===== src/rtl/mem_stage_lsu_if.sv =====
// Data-memory port of the MEM-stage LSU: req/gnt request phase, rvalid/rdata response phase.
interface mem_stage_lsu_if;
    logic        dmem_req;
    logic        dmem_we;
    logic [31:0] dmem_addr;
    logic [31:0] dmem_wdata;
    logic [3:0]  dmem_be;
    logic        dmem_gnt;
    logic        dmem_rvalid;
    logic [31:0] dmem_rdata;

    modport master (
        output dmem_req,
        output dmem_we,
        output dmem_addr,
        output dmem_wdata,
        output dmem_be,
        input  dmem_gnt,
        input  dmem_rvalid,
        input  dmem_rdata
    );

    modport slave (
        input  dmem_req,
        input  dmem_we,
        input  dmem_addr,
        input  dmem_wdata,
        input  dmem_be,
        output dmem_gnt,
        output dmem_rvalid,
        output dmem_rdata
    );
endinterface


===== src/rtl/mem_stage_lsu.sv =====
// MEM-stage load/store unit: one outstanding data-memory access, stalls EX/MEM until it completes.
// Optional LSU_MISALIGN_TRAP_EN: misaligned half/word accesses skip the bus and flag misalign_m.
module mem_stage_lsu #(
    parameter int unsigned RSP_TIMEOUT = 255
) (
    input  logic                   clk,
    input  logic                   rst,
    input  logic [31:0]            pc_m,
    input  logic [31:0]            alu_m,
    input  logic [31:0]            rs2_m,
    input  logic [31:0]            inst_m,
    mem_stage_lsu_if.master        dmem,
    output logic                   stall_m,
    output logic [31:0]            pc_w,
    output logic [31:0]            alu_w,
    output logic [31:0]            mem_w,
    output logic [31:0]            inst_w,
    output logic                   bus_err,
    output logic                   misalign_m
);

    localparam logic [6:0] OpLoad  = 7'b0000011;
    localparam logic [6:0] OpStore = 7'b0100011;

    typedef enum logic [1:0] {StIdle, StReq, StWait, StDone} state_e;

    state_e      state_q, state_d;
    logic [31:0] data_q, data_d;
    logic [31:0] cnt_q, cnt_d;
    logic        bus_err_q, bus_err_d;
    logic        misalign_q, misalign_d;

    logic [2:0]  funct3;
    logic        is_load, is_store, mem_op, misaligned, timeout_hit;
    logic [3:0]  be;
    logic [31:0] wdata;
    logic [7:0]  ld_byte;
    logic [15:0] ld_half;
    logic [31:0] ld_ext;

    // ---------------- decode ----------------
    assign funct3   = inst_m[14:12];
    assign is_load  = (inst_m[6:0] == OpLoad) &&
                      (funct3 inside {3'b000, 3'b001, 3'b010, 3'b100, 3'b101});
    assign is_store = (inst_m[6:0] == OpStore) &&
                      (funct3 inside {3'b000, 3'b001, 3'b010});
    // Held low in reset so no request or stall leaks out while rst is asserted.
    assign mem_op   = rst && (is_load || is_store);

`ifdef LSU_MISALIGN_TRAP_EN
    assign misaligned = ((funct3[1:0] == 2'b10) && (alu_m[1:0] != 2'b00)) ||
                        ((funct3[1:0] == 2'b01) && alu_m[0]);
`else
    assign misaligned = 1'b0;
`endif

    always_comb begin
        be    = 4'b0000;
        wdata = rs2_m;
        unique case (funct3[1:0])
            2'b00: begin
                be    = 4'b0001 << alu_m[1:0];
                wdata = {4{rs2_m[7:0]}};
            end
            2'b01: begin
                be    = 4'b0011 << {alu_m[1], 1'b0};
                wdata = {2{rs2_m[15:0]}};
            end
            2'b10: begin
                be    = 4'b1111;
                wdata = rs2_m;
            end
            default: begin
                be    = 4'b0000;
                wdata = rs2_m;
            end
        endcase
    end

    assign timeout_hit = (RSP_TIMEOUT != 0) && ((cnt_q + 32'd1) == RSP_TIMEOUT);

    // ---------------- FSM: state register ----------------
    always_ff @(posedge clk or negedge rst) begin
        if (!rst) begin
            state_q <= StIdle;
        end else begin
            state_q <= state_d;
        end
    end

    // ---------------- FSM: next state ----------------
    always_comb begin
        state_d = state_q;
        unique case (state_q)
            StIdle: begin
                if (mem_op) begin
                    if (misaligned) begin
                        state_d = StDone;
                    end else if (dmem.dmem_gnt) begin
                        state_d = is_load ? StWait : StDone;
                    end else begin
                        state_d = StReq;
                    end
                end
            end
            StReq: begin
                if (dmem.dmem_gnt) begin
                    state_d = is_load ? StWait : StDone;
                end
            end
            StWait: begin
                if (dmem.dmem_rvalid || timeout_hit) begin
                    state_d = StDone;
                end
            end
            StDone: begin
                state_d = StIdle;
            end
            default: state_d = StIdle;
        endcase
    end

    // ---------------- FSM: outputs ----------------
    always_comb begin
        dmem.dmem_req = 1'b0;
        stall_m       = 1'b0;
        unique case (state_q)
            StIdle: begin
                dmem.dmem_req = mem_op && !misaligned;
                stall_m       = mem_op;
            end
            StReq: begin
                dmem.dmem_req = 1'b1;
                stall_m       = 1'b1;
            end
            StWait: begin
                stall_m = 1'b1;
            end
            StDone: begin
                stall_m = 1'b0;
            end
            default: begin
                dmem.dmem_req = 1'b0;
                stall_m       = 1'b0;
            end
        endcase
    end

    assign dmem.dmem_we    = is_store;
    assign dmem.dmem_addr  = {alu_m[31:2], 2'b00};
    assign dmem.dmem_wdata = wdata;
    assign dmem.dmem_be    = be;

    // ---------------- response capture / watchdog ----------------
    always_comb begin
        data_d     = data_q;
        cnt_d      = 32'd0;
        bus_err_d  = 1'b0;
        misalign_d = 1'b0;
        if (state_q == StWait) begin
            cnt_d = cnt_q + 32'd1;
            if (dmem.dmem_rvalid) begin
                data_d = dmem.dmem_rdata;
            end else if (timeout_hit) begin
                data_d    = 32'd0;
                bus_err_d = 1'b1;
            end
        end else if ((state_q == StIdle) && mem_op && misaligned) begin
            data_d     = 32'd0;
            misalign_d = 1'b1;
        end
    end

    always_ff @(posedge clk or negedge rst) begin
        if (!rst) begin
            data_q     <= 32'd0;
            cnt_q      <= 32'd0;
            bus_err_q  <= 1'b0;
            misalign_q <= 1'b0;
        end else begin
            data_q     <= data_d;
            cnt_q      <= cnt_d;
            bus_err_q  <= bus_err_d;
            misalign_q <= misalign_d;
        end
    end

    // ---------------- load extraction ----------------
    assign ld_byte = data_q[{alu_m[1:0], 3'b000} +: 8];
    assign ld_half = data_q[{alu_m[1], 4'b0000} +: 16];

    always_comb begin
        ld_ext = 32'd0;
        unique case (funct3)
            3'b000:  ld_ext = {{24{ld_byte[7]}}, ld_byte};
            3'b001:  ld_ext = {{16{ld_half[15]}}, ld_half};
            3'b010:  ld_ext = data_q;
            3'b100:  ld_ext = {24'd0, ld_byte};
            3'b101:  ld_ext = {16'd0, ld_half};
            default: ld_ext = 32'd0;
        endcase
    end

    // EX/MEM still holds the access instruction during DONE, so inst_m decodes it here.
    assign mem_w      = ((state_q == StDone) && is_load) ? ld_ext : 32'd0;
    assign bus_err    = bus_err_q;
    assign misalign_m = misalign_q;

    assign pc_w   = pc_m;
    assign alu_w  = alu_m;
    assign inst_w = inst_m;

endmodule


===== src/flat_wrapper.sv =====
// flat-port wrapper written by rule: the top's interface ports become plain ports
module mem_stage_lsu_flat 
#(
    parameter int unsigned RSP_TIMEOUT = 255
)
  (clk, rst, pc_m, alu_m, rs2_m, inst_m, stall_m, pc_w, alu_w, mem_w, inst_w, bus_err, misalign_m, dmem_dmem_req, dmem_dmem_we, dmem_dmem_addr, dmem_dmem_wdata, dmem_dmem_be, dmem_dmem_gnt, dmem_dmem_rvalid, dmem_dmem_rdata);
  mem_stage_lsu_if dmem_i ();
  input  logic clk;
  input  logic rst;
  input  logic [31:0] pc_m;
  input  logic [31:0] alu_m;
  input  logic [31:0] rs2_m;
  input  logic [31:0] inst_m;
  output logic stall_m;
  output logic [31:0] pc_w;
  output logic [31:0] alu_w;
  output logic [31:0] mem_w;
  output logic [31:0] inst_w;
  output logic bus_err;
  output logic misalign_m;
  output wire logic [$bits(dmem_i.dmem_req)-1:0] dmem_dmem_req;
  output wire logic [$bits(dmem_i.dmem_we)-1:0] dmem_dmem_we;
  output wire logic [$bits(dmem_i.dmem_addr)-1:0] dmem_dmem_addr;
  output wire logic [$bits(dmem_i.dmem_wdata)-1:0] dmem_dmem_wdata;
  output wire logic [$bits(dmem_i.dmem_be)-1:0] dmem_dmem_be;
  input wire logic [$bits(dmem_i.dmem_gnt)-1:0] dmem_dmem_gnt;
  input wire logic [$bits(dmem_i.dmem_rvalid)-1:0] dmem_dmem_rvalid;
  input wire logic [$bits(dmem_i.dmem_rdata)-1:0] dmem_dmem_rdata;
  assign dmem_dmem_req = dmem_i.dmem_req;
  assign dmem_dmem_we = dmem_i.dmem_we;
  assign dmem_dmem_addr = dmem_i.dmem_addr;
  assign dmem_dmem_wdata = dmem_i.dmem_wdata;
  assign dmem_dmem_be = dmem_i.dmem_be;
  assign dmem_i.dmem_gnt = dmem_dmem_gnt;
  assign dmem_i.dmem_rvalid = dmem_dmem_rvalid;
  assign dmem_i.dmem_rdata = dmem_dmem_rdata;
  mem_stage_lsu #(.RSP_TIMEOUT(RSP_TIMEOUT)) u_core (.clk(clk), .rst(rst), .pc_m(pc_m), .alu_m(alu_m), .rs2_m(rs2_m), .inst_m(inst_m), .dmem(dmem_i), .stall_m(stall_m), .pc_w(pc_w), .alu_w(alu_w), .mem_w(mem_w), .inst_w(inst_w), .bus_err(bus_err), .misalign_m(misalign_m));
endmodule

===== config.mk =====
export PLATFORM = sky130hd
export DESIGN_NAME = mem_stage_lsu_flat
export DESIGN_NICKNAME = d
export VERILOG_FILES = /design/src/rtl/mem_stage_lsu_if.sv /design/src/rtl/mem_stage_lsu.sv /design/src/flat_wrapper.sv
export SDC_FILE = /design/constraint.sdc
export NUM_CORES = 1
export LEC_CHECK = 0
export ABC_AREA = 1
export CORE_AREA = 2 2 142 144
export CTS_CLUSTER_DIAMETER = 50
export DETAILED_ROUTE_END_ITERATION = 6
export DIE_AREA = 0 0 144 146
export GPL_TIMING_DRIVEN = 1
export PLACE_DENSITY = 0.69
export SLEW_MARGIN = 10
export SYNTH_ARGS = -nofsm -noshare
export SYNTH_HDL_FRONTEND = slang
export SYNTH_SLANG_ARGS = --single-unit

===== constraint.sdc =====
create_clock -name clk -period 6.45 [get_ports clk]
set_input_delay 1.6125 -clock clk [delete_from_list [all_inputs] [get_ports clk]]
set_output_delay 1.6125 -clock clk [all_outputs]
set_load 0.05 [all_outputs]

==> impl_metrics.yaml, run 1 <==
outcome:
  status: "finished clean"
sta:
  relSlewSlack_pct: 30.0
  holdWs_ps: 458
  min_period_ps: 6010
  rsz0062_at_grt: "no"
  setup_violations: 0
  hold_viol: 0
  period_share_pct: 93.3
  fin_skew_ps: 6.38
  worst_slew_pin_slew_ps: 1040
  max_freq_mhz: 166
  drv_slew: 0
  tns_ps: 0
floorplan:
  core_um2: 19300
  dieHeight_um: 146
  rows: 51
  initial_core_util_pct: 29.5
  fp.dieW_um: 144
  io_pins: 365
  fp.dieArea_um2: 21000
routing:
  postRouteAntennaNets: 0
  drt_iter0_drc: 468
  wl_um: 20800
  drc_errors: 0
  wl_per_cell_um: 17.9
  viasPerCell: 4.80
  dr.pass1.iters: 5
  vias: 5558
clocking:
  clk_path_buf_depth: 2
  clk_latency_ps: 330
  post_cts.resized_instances: 0
  cts_root_buffer: "clkbuf_16"
  cts.sinks: 67
  postCtsHoldBufs: 0
  postCtsSetupBuffers: 0
  tritoncts: "built"
  clkTransAtPathRegs_ps: 50
  cts_buffers: 9
  cts.htree.levels: 3
power_and_ir_drop:
  cellPowerDensity_nw_per_um2: 245
  peakVddDrop_mv: 0.133
  p_leak_nw: 3.26
yosys:
  yosysWarnings: 0
  synth.area.mux_share_pct: 0
  synth_simple_gate_area_share_pct: 33.7
  ys_seq_area_share_pct: 29.4
  synth_area_um2: 5700
  synthCells: 860
  ys_seq_elements: 67
  syn_area_per_cell_um2: 6.63
  yosysUniqueCellTypes: 38
  synth_top_family_by_area: "simple AND/OR/NAND/NOR gates"
  synth_compound_area_share_pct: 11.3
  synth_xor_area_share_pct: 0.615
  yosys.area_share.adder_pct: 1.32
placed_design:
  port_buffers: 163
  finalWeightedCongestion: 0.937
  dp_hpwl_um: 16700
final_layout:
  final-seq-area_um2: 1680
  n_fill_cell: 2038
  multi_input_area_um2: 2680
  syn_to_final_growth_pct: 27.3
  final_nets: 1057
  drive_gt1_share_pct: 12.6
grt:
  grt_max_degree: 43
  grt_pass1_vias: 5298
  overflow: 0
  grt_pass1_wl_um: 31100
  antenna_found_initial: 7
  track_usage_pct: 19.5
min_path:
  hold_path.class: "flip-flop to flip-flop"
setup_path:
  critical_path_class: "input port to output pin"
  end_kind: "output pin"
  path_max_fanout: 9
  critPathLaunchType: "input port"
  worstPathRequired_ps: 4840
  critical_path_arrival_ps: 4400
flow_run:
  drv_cap: 0
==> cells in the final DEF (no fill, tap or decap), types with 4 or more instances in the layout <==
| cell | instances |
|---|---|
| nand2_1 | 288 |
| clkdlybuf4s50_1 | 110 |
| nor2_1 | 91 |
| dfrtp_1 | 67 |
| a21oi_1 | 62 |
| inv_1 | 49 |
| buf_12 | 36 |
| buf_4 | 28 |
| o21ai_0 | 25 |
| nand3_1 | 19 |
| nand2_2 | 16 |
| nand3b_1 | 13 |
| clkbuf_16 | 9 |
| a22oi_1 | 7 |
| o22ai_1 | 7 |
| nor2_4 | 7 |
| ha_1 | 6 |
| nand4_1 | 5 |
| clkinv_1 | 4 |
| o211ai_1 | 4 |
==> metrics by stage <==
| stage | area (µm²) | cells | setup WS [ps] | util (%) | total power, mW |
|---|---|---|---|---|---|
| global route | 7250 | 1157 | 284 | 37.5 | 1.87 |
| detailed placement | 6930 | 1141 | 525 | 35.9 | 1.25 |
| CTS | 7250 | 1157 | 502 | 37.5 | 1.79 |
| global placement | 6930 | 1141 | 568 | 35.9 | 1.24 |
| floorplan | 5710 | 862 | 1300 | - | 1.20 |
| finish | 7250 | 1159 | 435 | 37.5 | 1.78 |
==> power breakdown <==
part | total [mW] | switching, mW | internal, mW
sequential | 0.649 | 0.127 | 0.522
clock | 0.535 | 0.196 | 0.339
combinational | 0.595 | 0.381 | 0.213
==> critical path, cell delays in order <==
cell and delay [ps]:
clkdlybuf4s50_1 670, inv_1 70, nor2_1 260, inv_1 250
or2_2 370, nor2_2 410, buf_4 260, a21oi_1 60
a21oi_1 270, buf_12 180
==> routing by layer <==
metal  GRT usage, %  share of wire, %  up-vias
met5           2.39              0.67        -
met4           6.72               2.9       12
met3           8.29                13       74
met2           28.7                43      286
met1           25.5                41     2546
li1               -                 -     2640
==> Yosys cell counts, drive strengths merged <==
| library cell | n | area [µm²] |
|---|---|---|
| a22oi | 7 | 52.6 |
| conb | 1 | 3.75 |
| clkinv | 4 | 15.0 |
| nand3 | 19 | 95.1 |
| dfrtp | 67 | 1680 |
| or2 | 1 | 6.26 |
| nand4 | 5 | 31.3 |
| xor2 | 3 | 26.3 |
| inv | 50 | 188 |
| o21bai | 2 | 15.0 |
| nor2 | 102 | 459 |
| o211ai | 4 | 30.0 |
| buf | 143 | 1070 |
| o22ai | 7 | 43.8 |
| o22a | 1 | 8.76 |
| ha | 6 | 75.1 |
| nand3b | 14 | 109 |
| a31oi | 2 | 12.5 |
| xnor2 | 1 | 8.76 |
| clkbuf | 18 | 67.6 |
| o21a | 1 | 7.51 |
| o21ai | 28 | 140 |
| nor3 | 3 | 15.0 |
| a211oi | 1 | 7.51 |
| o31ai | 2 | 15.0 |
| a21oi | 62 | 310 |
| nand2 | 306 | 1200 |
==> cells by family after synthesis <==
| group | Yosys count |
|---|---|
| buf+inv | 215 |
| xor+xnor | 4 |
| fa+ha+maj | 6 |
| simple gates | 450 |
| other cells | 1 |
| flops | 67 |
| compound gates | 117 |
==> state kept, by name (all words and copies together) (netlist names) <==
signal          flops
u_core.bus_err      1
u_core.cnt_q       32
u_core.data_q      32
u_core.state_q      2
==> path summary, 6_finish.rpt <==
path,slack (ps),start,to,cells past startpoint
max,440,inst_m[12],mem_w[29],10
min,460,u_core.cnt_q[0]$_DFF_PN0_,u_core.cnt_q[0]$_DFF_PN0_,1
min in group asynchronous,1360,rst,u_core.cnt_q[19]$_DFF_PN0_,2
min reg2reg,460,u_core.cnt_q[0]$_DFF_PN0_,u_core.cnt_q[0]$_DFF_PN0_,1
max reg2reg,3950,u_core.cnt_q[1]$_DFF_PN0_,u_core.data_q[5]$_DFFE_PN0P_,16
max in group asynchronous,4200,rst,u_core.data_q[28]$_DFFE_PN0P_,3
==> final cells by class <==
cell class                      count  area share (%)
Antenna cell                        2          0.0690
Clock buffer                       10            3.16
Clock inverter                      6            1.22
Inverter                           54            2.79
Multi-Input combinational cell    580            37.0
Sequential cell                    67            23.1
Tap cell                          265            4.57
Timing Repair Buffer              175            28.1
Note: power is estimated with default switching activity, not from simulation.
==> inputs of run 2 (changes only) <==
- CORE_AREA: 2 2 142 144 -> unset
- CORE_ASPECT_RATIO: unset -> 0.75
- CORE_MARGIN: unset -> 10
- CORE_UTILIZATION: unset -> 40
- DIE_AREA: 0 0 144 146 -> unset
- PLACE_DENSITY: 0.69 -> 0.89
==> run 2 against run 1 <==
Combinational power is 1% lower. Largest power group unchanged. Power down 0.99%. Routed wire length up 1.9%. Core utilization up 14 points. Worst setup slack improved by 150 ps. Cell count shrank 8.3%. Non-clock buffer count shrank 4. Die area down 7.4%. Largest cell class unchanged. First-iteration DRC count rose by 34%. Hold slack better by 9.3 ps. Sequential power about the same.
==> impl_metrics.yaml, run 2 (same netlist as run 1, synthesis figures left out) <==
outcome:
  status: "finished clean"
sta:
  max_freq_mhz: 171
  worst_slew_pin_slew_ps: 984
  hold_viol: 0
  tns_ps: 0
  fin_skew_ps: 9.43
  period_share_pct: 90.9
  relSlewSlack_pct: 34.0
  min_period_ps: 5860
  rsz0062_at_grt: "no"
  setup_violations: 0
  drv_slew: 0
  holdWs_ps: 467
final_layout:
  antenna-diode-count: 0
  multi_input_area_um2: 2680
  final_common_cell: "nand2_1"
  n_fill_cell: 1268
  drive_gt1_share_pct: 12.0
  largestRegisters: "u_core.cnt_q (32), u_core.data_q (32), u_core.state_q (2)"
  syn_to_final_growth_pct: 24.1
  final_nets: 1053
  final-seq-area_um2: 1680
  layout_common_cells: "288 x nand2_1, 111 x clkdlybuf4s50_1, 91 x nor2_1"
  fin_util_pct: 51.1
routing:
  drt_iter0_drc: 629
  wl_um: 21200
  wl_per_cell_um: 19.9
  dr.pass1.iters: 6
  vias: 5633
  drc_errors: 0
  viasPerCell: 5.30
  postRouteAntennaNets: 0
clocking:
  cts_root_buffer: "clkbuf_16"
  post_cts.resized_instances: 0
  clk_latency_ps: 340
  tritoncts: "built"
  clk_path_buf_depth: 2
  postCtsHoldBufs: 0
  cts.sinks: 67
  cts_buffers: 9
  postCtsSetupBuffers: 0
  cts.htree.levels: 3
  clkTransAtPathRegs_ps: 60
power_and_ir_drop:
  internal_power_mw: 1.07
  p_switching_mw: 0.692
  p_sw_share_pct: 39.3
  p_leak_nw: 3.23
  clock_power_share_pct: 30.0
  p_comb_share_pct: 33.3
  power_frac_seq_pct: 36.7
  cellPowerDensity_nw_per_um2: 249
  peakVddDrop_mv: 0.142
floorplan:
  initial_core_util_pct: 41.2
  core_um2: 13800
  dieHeight_um: 123
  fp.dieArea_um2: 19500
  rows: 37
  io_pins: 365
  fp.dieW_um: 158
grt:
  track_usage_pct: 20.6
  grt_pass1_wl_um: 30800
  antenna_found_initial: 0
  overflow: 0
  grt_max_degree: 68
  grt_pass1_vias: 5400
setup_path:
  critical_path_class: "input port to output pin"
  critPathLaunchType: "input port"
  path_max_fanout: 16
  critical_path_arrival_ps: 4250
  worstPathRequired_ps: 4840
  r2r_cells: 16
  end_kind: "output pin"
min_path:
  hold_path.class: "flip-flop to flip-flop"
  holdPathStages: 1
placed_design:
  dp_hpwl_um: 17000
  finalWeightedCongestion: 0.967
  port_buffers: 163
flow_run:
  drv_cap: 0
## run 2: changes by cell type in the layout (fill, tap and decap cells not counted), sizes merged
| cell | delta |
|---|---|
| clkinv | +2 |
| buf | -5 |
| clkinvlp | -1 |
| clkdlybuf4s50 | +1 |
| diode | -2 |
| inv | -1 |
## run 2: power groups by stage
stage	registers [mW]	clock network [mW]	logic, mW
after global routing	0.656	0.550	0.650
after global placement	0.645	0	0.567
final	0.647	0.528	0.587
after detailed placement	0.645	0	0.586
after CTS	0.639	0.534	0.588
after floorplan	0.595	0	0.604
## run 2: final cells by class
type,instances,area share (%)
clock inverter,6,1.27
clock buffer,10,3.24
inverter,54,2.87
multi-input combinational,580,37.9
sequential,67,23.7
tap,175,3.10
timing repair buffer,171,27.9
## run 2: metal layers
layer	vias to the layer above	track usage, %	share of wire, %
met5	-	7.02	0.85
met4	4	7.40	3.0
met3	62	10.8	15
met2	377	32.6	47
met1	2555	22.9	34
li1	2635	-	-
## run 2: metrics by stage
step | instance area (µm²) | setup WS (ps) | instances | total power, mW
detailed placement | 6750 | 632 | 1047 | 1.23
finish | 7070 | 589 | 1063 | 1.76
CTS | 7070 | 627 | 1063 | 1.76
global route | 7070 | 347 | 1063 | 1.86
global placement | 6750 | 801 | 1047 | 1.21
floorplan | 5710 | 1300 | 862 | 1.20
## run 2: critical path: stages
cell and delay [ps]:
clkdlybuf4s50_1 610, nor2_1 360, inv_1 230, or2_2 360, nor2_2 500, a21oi_1 80
a21oi_1 300, buf_12 190
## run 2: final timing paths
kind	startpoint	endpoint	slack, ps
max in group asynchronous	rst	u_core.state_q[1]$_DFFE_PN0P_	4330
min in group asynchronous	rst	u_core.cnt_q[31]$_DFF_PN0_	1550
hold / removal	u_core.cnt_q[0]$_DFF_PN0_	u_core.cnt_q[0]$_DFF_PN0_	470
setup / recovery	inst_m[13]	mem_w[23]	590
setup reg to reg	u_core.cnt_q[1]$_DFF_PN0_	u_core.data_q[25]$_DFFE_PN0P_	3850
hold reg to reg	u_core.cnt_q[0]$_DFF_PN0_	u_core.cnt_q[0]$_DFF_PN0_	470
